--- src/rtl/byte_to_bcd_scan.sv ---
// byte_to_bcd_scan
// Accepts an 8-bit binary value over a valid/ready handshake and converts it
// to three BCD digits with an iterative double-dabble, one shift per clock.
// The latched result is time-multiplexed onto a single 4-bit BCD bus with
// active-low one-hot digit enables, feeding a 7-segment BCD decoder:
// bcd_digit[3] drives decoder input W, [2] X, [1] Y, [0] Z.
//
// Optional feature macro: LEADING_ZERO_BLANK_EN
//   When defined, leading-zero digits are blanked by holding their enable
//   high; the ones digit is never blanked so zero still shows as "0".
//   When undefined, all three digits are lit in turn.
module byte_to_bcd_scan #(
  parameter int SCAN_DIV = 50000,
  parameter int DIV_W    = 16
) (
  input  logic        clk,
  input  logic        rst,
  input  logic [7:0]  din,
  input  logic        din_valid,
  output logic        din_ready,
  output logic        busy,
  output logic [11:0] value_bcd,
  output logic [3:0]  bcd_digit,
  output logic [2:0]  an
);

  localparam logic [1:0] S_IDLE  = 2'd0;
  localparam logic [1:0] S_SHIFT = 2'd1;
  localparam logic [1:0] S_DONE  = 2'd2;

  logic [1:0]       r_state;
  logic [2:0]       r_cnt;
  logic [19:0]      r_shift;
  logic [11:0]      r_value;
  logic [DIV_W-1:0] r_div;
  logic [1:0]       r_idx;
  logic [3:0]       r_digit;
  logic [2:0]       r_an;

  logic             w_accept;
  logic             w_div_wrap;
  logic [1:0]       w_idx_nxt;
  logic [3:0]       w_digit_nxt;
  logic [2:0]       w_an_nxt;

  // Add-3 correction for one BCD nibble; applied before each shift so the
  // nibble carries into the next decade after the shift.
  function automatic logic [3:0] add3(input logic [3:0] n);
    return (n >= 4'd5) ? (n + 4'd3) : n;
  endfunction

  // One double-dabble iteration: correct all three BCD nibbles, then shift.
  function automatic logic [19:0] dabble_step(input logic [19:0] s);
    logic [19:0] c;
    c = {add3(s[19:16]), add3(s[15:12]), add3(s[11:8]), s[7:0]};
    return {c[18:0], 1'b0};
  endfunction

  // One-hot active-low enable pattern for a digit index.
  function automatic logic [2:0] idx_to_an(input logic [1:0] idx);
    logic [2:0] a;
    case (idx)
      2'd0:    a = 3'b110;
      2'd1:    a = 3'b101;
      2'd2:    a = 3'b011;
      default: a = 3'b110;
    endcase
    return a;
  endfunction

  assign w_accept  = din_valid && (r_state == S_IDLE);
  assign din_ready = (r_state == S_IDLE);
  assign busy      = (r_state == S_SHIFT) || (r_state == S_DONE);
  assign value_bcd = r_value;
  assign bcd_digit = r_digit;
  assign an        = r_an;

  // Conversion FSM: IDLE accepts, SHIFT runs eight dabble steps, DONE latches.
  always_ff @(posedge clk) begin
    if (rst) begin
      r_state <= S_IDLE;
      r_cnt   <= 3'd0;
      r_value <= 12'h000;
    end else begin
      case (r_state)
        S_IDLE: begin
          if (w_accept) begin
            r_cnt   <= 3'd0;
            r_state <= S_SHIFT;
          end
        end
        S_SHIFT: begin
          r_cnt <= r_cnt + 3'd1;
          if (r_cnt == 3'd7) begin
            r_state <= S_DONE;
          end
        end
        S_DONE: begin
          r_value <= r_shift[19:8];
          r_state <= S_IDLE;
        end
        default: begin
          r_state <= S_IDLE;
        end
      endcase
    end
  end

  // Shift register datapath; its contents are only meaningful while busy,
  // so it needs no reset (an aborted conversion never reaches DONE).
  always_ff @(posedge clk) begin
    if (w_accept) begin
      r_shift <= {12'h000, din};
    end else if (r_state == S_SHIFT) begin
      r_shift <= dabble_step(r_shift);
    end
  end

  assign w_div_wrap = (r_div == DIV_W'(SCAN_DIV - 1));
  assign w_idx_nxt  = (r_idx == 2'd2) ? 2'd0 : (r_idx + 2'd1);

  // Select the nibble and enable pattern for the digit about to be shown.
  always_comb begin
    w_digit_nxt = 4'h0;
    case (w_idx_nxt)
      2'd0:    w_digit_nxt = r_value[3:0];
      2'd1:    w_digit_nxt = r_value[7:4];
      2'd2:    w_digit_nxt = r_value[11:8];
      default: w_digit_nxt = 4'h0;
    endcase
    w_an_nxt = idx_to_an(w_idx_nxt);
`ifdef LEADING_ZERO_BLANK_EN
    if (r_value[11:8] == 4'h0) begin
      w_an_nxt[2] = 1'b1;
    end
    if (r_value[11:4] == 8'h00) begin
      w_an_nxt[1] = 1'b1;
    end
`endif
  end

  // Free-running scan prescaler, independent of the conversion FSM.
  always_ff @(posedge clk) begin
    if (rst) begin
      r_div <= '0;
    end else if (w_div_wrap) begin
      r_div <= '0;
    end else begin
      r_div <= r_div + DIV_W'(1);
    end
  end

  // Digit index and registered bus/enables advance together on prescaler wrap.
  always_ff @(posedge clk) begin
    if (rst) begin
      r_idx   <= 2'd0;
      r_digit <= 4'h0;
      r_an    <= 3'b110;
    end else if (w_div_wrap) begin
      r_idx   <= w_idx_nxt;
      r_digit <= w_digit_nxt;
      r_an    <= w_an_nxt;
    end
  end

endmodule

--- config.mk ---
export PLATFORM = sky130hd
export DESIGN_NAME = byte_to_bcd_scan
export DESIGN_NICKNAME = d
export VERILOG_FILES = /design/src/rtl/byte_to_bcd_scan.sv
export SDC_FILE = /design/constraint.sdc
export NUM_CORES = 1
export LEC_CHECK = 0
export ABC_CLOCK_PERIOD_IN_PS = 2500
export BUFFER_PORTS_ARGS = -buffer_cell sky130_fd_sc_hd__buf_2
export CAP_MARGIN = 10
export CORE_ASPECT_RATIO = 1.75
export CORE_MARGIN = 3
export CORE_UTILIZATION = 55
export DETAILED_ROUTE_END_ITERATION = 12
export HOLD_SLACK_MARGIN = 0.03
export PLACE_DENSITY_LB_ADDON = 0.3
export SLEW_MARGIN = 20
export SYNTH_ARGS = -nofsm -noshare
export SYNTH_HDL_FRONTEND = slang
export SYNTH_SLANG_ARGS = --single-unit
--- constraint.sdc ---
create_clock -name clk -period 2.5 [get_ports clk]
set_clock_uncertainty 0.1 [all_clocks]
set_input_delay 0.25 -clock clk [delete_from_list [all_inputs] [get_ports clk]]
set_output_delay 0.25 -clock clk [all_outputs]
set_load 0.02 [all_outputs]
==> run metrics, run 1 <==
Post-Route WL=approximately 5.7 mm; Post-CTS Hold Fix Bufs=0; Via density=~5.5; Total Routing Usage GR=20.3%; Sw Pwr=between 0.5 and 0.6 mW; CTS buffer count=9; min-delay worst type=primary input to flop; routability cong.=0.802; ys async rst share=0%; fin util=roughly two thirds; vias=~2200; # clock sinks=62; Setup Fix Bufs, Post-CTS=0; fraction of layout cells with a size suffix above 1=roughly 15%; Final Hold Slack=0.0744 ns; GRT overflow=0; Critical Path Fanout Max=16; cells on worst reg2reg path=5; Slew Limit Fails=0; mapped cell area=between 2000 and 3000 µm²; busiest grt layer=met2; M1 GR Usage=about 22%; Nets=approximately 370; DP Wirelength=roughly 4 mm; Initial Util=a little under three fifths; Final TNS setup=0 ns; Seq/Total Area, Yosys=between 40% and 50%; Clock power frac=43.6%; # DRC=0; I/O Buffers=31; die width=60.6 µm; CTS tree=built; met3 Usage GRT=about 4.2%; Fmax=495 MHz; clk buf depth=2; worst IR drop on VDD=0.000502 V; area grow syn2layout=13.8%; syn_area_per_cell=9.04 µm²; Rel. slew slack=between 50 and 60%; sequential share of power=a little under half; core area=5020 µm²; Worst Tran Pin Value=a little over 0.7 ns; ys flop type=dfxtp_1; row count=34; met2 global-route usage=35.0%; clk root buf=clkbuf_8; fillers=428; # diodes=0; io pins=32; first-pass GRT wire length=around 9.3 mm; Final Setup Violations=0; die area=6150 µm²; Synth Register Bits=62; Setup CP Type=flop to flop; RSZ-0062 raised after global routing=false; largest net degree at the start of global routing=28; fin crit share=80.8%; syn_nets=340; DRT Pass-1 Iters=4; Critical Path AT=2.12 ns; WHS Path Cells=3; Synth Warn #=0; DR iter-0 viols=90; Final Hold Fails=0; switch share=a little under a quarter; Max Cap Violations=0; initial antenna violation count=0; leakage=1.23 nW; clock-pin transition on the worst setup and hold timing paths=around 0.070 ns; post-synth cell types=39; # resized after CTS=0; routed length per placed instance=approximately 14 µm; Crit. End Element=flop; worst skew pair latency=0.34 ns; Gate power share=approximately 8.6%; internal power=1.75 mW; Post-synth EDFFs=8; Final min period=approximately 2.0 ns; Syn Inst Count=between 300 and 400; status=finished clean; CP Data Required Time=about 2.6 ns; CTS H-Tree Depth=3; startpoint types=flop; DRT antenna net count=0; Die Ht=101 µm; Pwr Density=696 nW/µm²; vias in the first global route=between 2000 and 2500
==> cell families after synthesis <==
kind of cell             after synthesis  share of synthesized area [%]
AO/OA/AOI/OAI                         38                           7.64
XOR/XNOR                              18                           5.50
adder cells (fa/ha/maj)               12                           5.24
buffers and inverters                 30                           4.37
flip-flops                            62                           46.1
multiplexers                          27                           9.52
AND/OR/NAND/NOR                      130                           21.6
==> cell type report <==
class / instances / area (µm²) / share of cell area, %
clock buffer: 13 / 160 / 4.91
clock inverter: 3 / 65.1 / 2.00
inverter: 15 / 56.3 / 1.73
multi-input combinational: 225 / 1420 / 43.5
sequential: 62 / 1320 / 40.5
tap: 54 / 67.6 / 2.07
timing repair buffer: 33 / 170 / 5.22
==> critical path, cell delays in order, from the launching register on <==
cell and delay [ns]:
dfxtp_1 0.37, ha_1 0.20, nand3_1 0.26, nor4_2 0.36, or2_1 0.48, nor2_1 0.11
==> final timing paths <==
path	start	end	slack [ns]
worst max-delay path	r_div[0]	r_div[5]	0.48
worst min-delay path	din[6]	r_shift[6]	0.07
worst max register to register	r_div[0]	r_div[5]	0.48
worst min register to register	r_div[0]	r_div[0]	0.36
==> power by group through the flow <==
stage / Combinational (mW) / Sequential [mW] / Clock [mW]
final: 0.195 / 1.09 / 0.989
after global placement: 0.188 / 1.11 / 0
after floorplan: 0.153 / 1.10 / 0
after detailed placement: 0.195 / 1.11 / 0
after CTS: 0.196 / 1.09 / 1.01
after global routing: 0.224 / 1.09 / 1.04
==> placed cells by master, fill, tap and decap left out, drive strengths merged, types with 4 or more instances in the layout <==
master  Yosys  routed
dfxtp      54      54
nor2       50      50
nand2      38      38
buf         3      33
mux2i      25      25
xnor2      17      17
o21ai      16      16
inv        15      15
clkbuf     12      13
ha         12      12
a21oi      11      11
nand3       8       8
edfxtp      8       8
nand2b      6       6
a211oi      5       5
nor3        5       5
nor4        4       4
==> routing by layer <==
layer | part of all wire (%) | up-vias
li1 | - | 1132
met1 | 41 | 1052
met2 | 54 | 35
met3 | 2.7 | 13
met4 | 2.2 | 0
met5 | 0 | -
==> stage by stage <==
| stage | worst slack, ns | power [mW] | instance area (µm²) | cells |
|---|---|---|---|---|
| global placement | 0.543 | 1.29 | 3030 | 389 |
| detailed placement | 0.436 | 1.30 | 3030 | 389 |
| global route | 0.226 | 2.35 | 3260 | 405 |
| floorplan | 0.678 | 1.25 | 2870 | 317 |
| CTS | 0.433 | 2.29 | 3260 | 405 |
| finish | 0.481 | 2.27 | 3260 | 405 |
==> sequential cells by signal, indices dropped and copies added, names as in the netlist <==
| signal | cells |
|---|---|
| an | 3 |
| bcd_digit | 4 |
| r_state | 2 |
| r_div | 16 |
| value_bcd | 12 |
| r_shift | 20 |
| r_idx | 2 |
| r_cnt | 3 |
==> synthesized netlist by cell type, drive strengths merged (3+ instances only) <==
library cell,instances,area (µm²)
xnor2,17,149
edfxtp,8,240
clkbuf,12,46.3
nand4,3,18.8
buf,3,22.5
nor3,5,25.0
nand3,8,40.0
mux2i,25,250
o21ai,16,80.1
nand2,38,143
nor2,50,188
nor4,4,31.3
a21oi,11,55.1
dfxtp,54,1080
a211oi,5,37.5
or3,3,18.8
nand2b,6,37.5
inv,15,56.3
ha,12,150
Note: power is estimated with default switching activity, not from simulation.
==> run 2: changes to the inputs <==
- ABC_CLOCK_PERIOD_IN_PS: 2500 -> 1900
- clock period: 2.5 -> 1.9 ns (I/O delays scaled with it)
==> run metrics, run 2 (same netlist as run 1, synthesis figures left out) <==
status=finished clean; most frequent cells in the layout=54 x dfxtp_1, 50 x nor2_1, 38 x nand2_1, 31 x buf_2, 25 x mux2i_1; non-filler cells, final=426; Post-Route WL=6.07 mm; Largest Register=r_shift; clk root buf=clkbuf_8; DP Wirelength=~4.2 mm; area grow syn2layout=20.7%; worst IR drop on VDD=~0.00054 V; # DRC=0; Final min period=roughly 1.8 ns; # clock sinks=62; DRT Pass-1 Iters=4; routability cong.=approximately 0.79; routed length per placed instance=between 10 and 15 µm; fin crit share=97.2%; # diodes=0; Fmax=542 MHz; largest net degree at the start of global routing=28; Setup Fix Bufs, Post-CTS=0; min-delay worst type=primary input to flop; CTS tree=built; placed insts=~400; Slew Limit Fails=0; Crit. End Element=flop; DR iter-0 viols=63; Via density=5.38; clock-pin transition on the worst setup and hold timing paths=roughly 0.07 ns; Nets=between 300 and 400; die area=about 6100 µm²; Final Hold Fails=0; startpoint types=flop; Final Setup Violations=0; CTS H-Tree Depth=3; commonest non-fill, non-tap cell in the layout=dfxtp_1; vias in the first global route=about 2200; fin util=68.9%; initial antenna violation count=0; core area=about 5000 µm²; Critical Path Fanout Max=5; row count=34; DRT antenna net count=0; worst skew pair latency=0.34 ns; R2R Setup Slk=roughly 0.054 ns; vias=between 2000 and 2500; CP Data Required Time=about 2.0 ns; Pwr Density=around 850 nW/µm²; Setup CP Type=flop to flop; fraction of layout cells with a size suffix above 1=18.3%; CTS buffer count=9; clk buf depth=2; Max Cap Violations=0; Initial Util=a little under three fifths; Worst Tran Pin Value=0.465 ns; die width=between 60 and 70 µm; io pins=32; Rel. slew slack=a little under 70%; leakage=approximately 1.4 nW; max reg flops=20; Critical Path AT=1.96 ns; GRT overflow=0; I/O Buffers=31; Total Routing Usage GR=between 20% and 30%; Die Ht=101 µm; first-pass GRT wire length=approximately 9.8 mm
## run 2: changes by cell type in the layout (fill, tap and decap cells not counted), sizes merged
cell         change
clkinv           +1
dlygate4sd3      +7
bufinv           -2
buf             +14
clkinvlp         +1
## run 2: per-layer routing
metal  global-route usage, %  wire (µm)  vias to the layer above
met4                    12.2        114                        0
met2                    37.7       3390                       32
li1                        -          -                     1171
met5                       0          0                        -
met3                    2.93        117                        8
met1                    23.3       2440                     1083
## run 2: critical path, cell delays in order, from the launching register on
cell and delay (ns):
dfxtp_1 0.33, or4bb_1 0.54, nor4_4 0.30, buf_4 0.21, mux2i_1 0.19, nor2_1 0.05
## run 2: report_power, final
group,leakage (nW),switching [mW],internal [mW],total (mW)
combinational,0.727,0.161,0.119,0.279
clock,0.112,0.520,0.704,1.22
sequential,0.517,0.0393,1.39,1.43
total,1.36,0.720,2.21,2.93
## run 2: metrics by stage
step	power (mW)	instance area [µm²]	setup WS [ns]	hold slack [ns]	TNS [ns]
after floorplan	1.65	2870	0.0783	0.264	0
after global placement	1.72	3140	0.0910	0.342	0
after detailed placement	1.73	3140	0.0313	0.355	0
after CTS	2.96	3440	0.0225	0.0644	0
after global routing	3.05	3460	-0.0279	0.0697	-0.0279
final	2.93	3460	0.0537	0.0808	0
## run 2: what timing repair did
item                                    CTS  global route
endpoints found under the setup margin    0             8
resized for setup                         0             4
hold endpoints to repair                  7             0
hold buffers                              7             0
## run 2: cell type report
cell class,instances,area [µm²]
well taps,54,67.6
flip-flops and latches,62,1320
repair buffers,54,362
multi-input cells,225,1430
fillers,408,1560
clock inverters,3,21.3
clock buffers,13,201
inverters,15,56.3
## run 2: worst paths after layout
path | from | to | depth (start not counted)
hold reg to reg | r_div[0] | r_div[0] | 1
setup reg to reg | r_div[8] | bcd_digit[1] | 5
setup / recovery | r_div[8] | bcd_digit[1] | 5
hold / removal | din[0] | r_shift[0] | 2
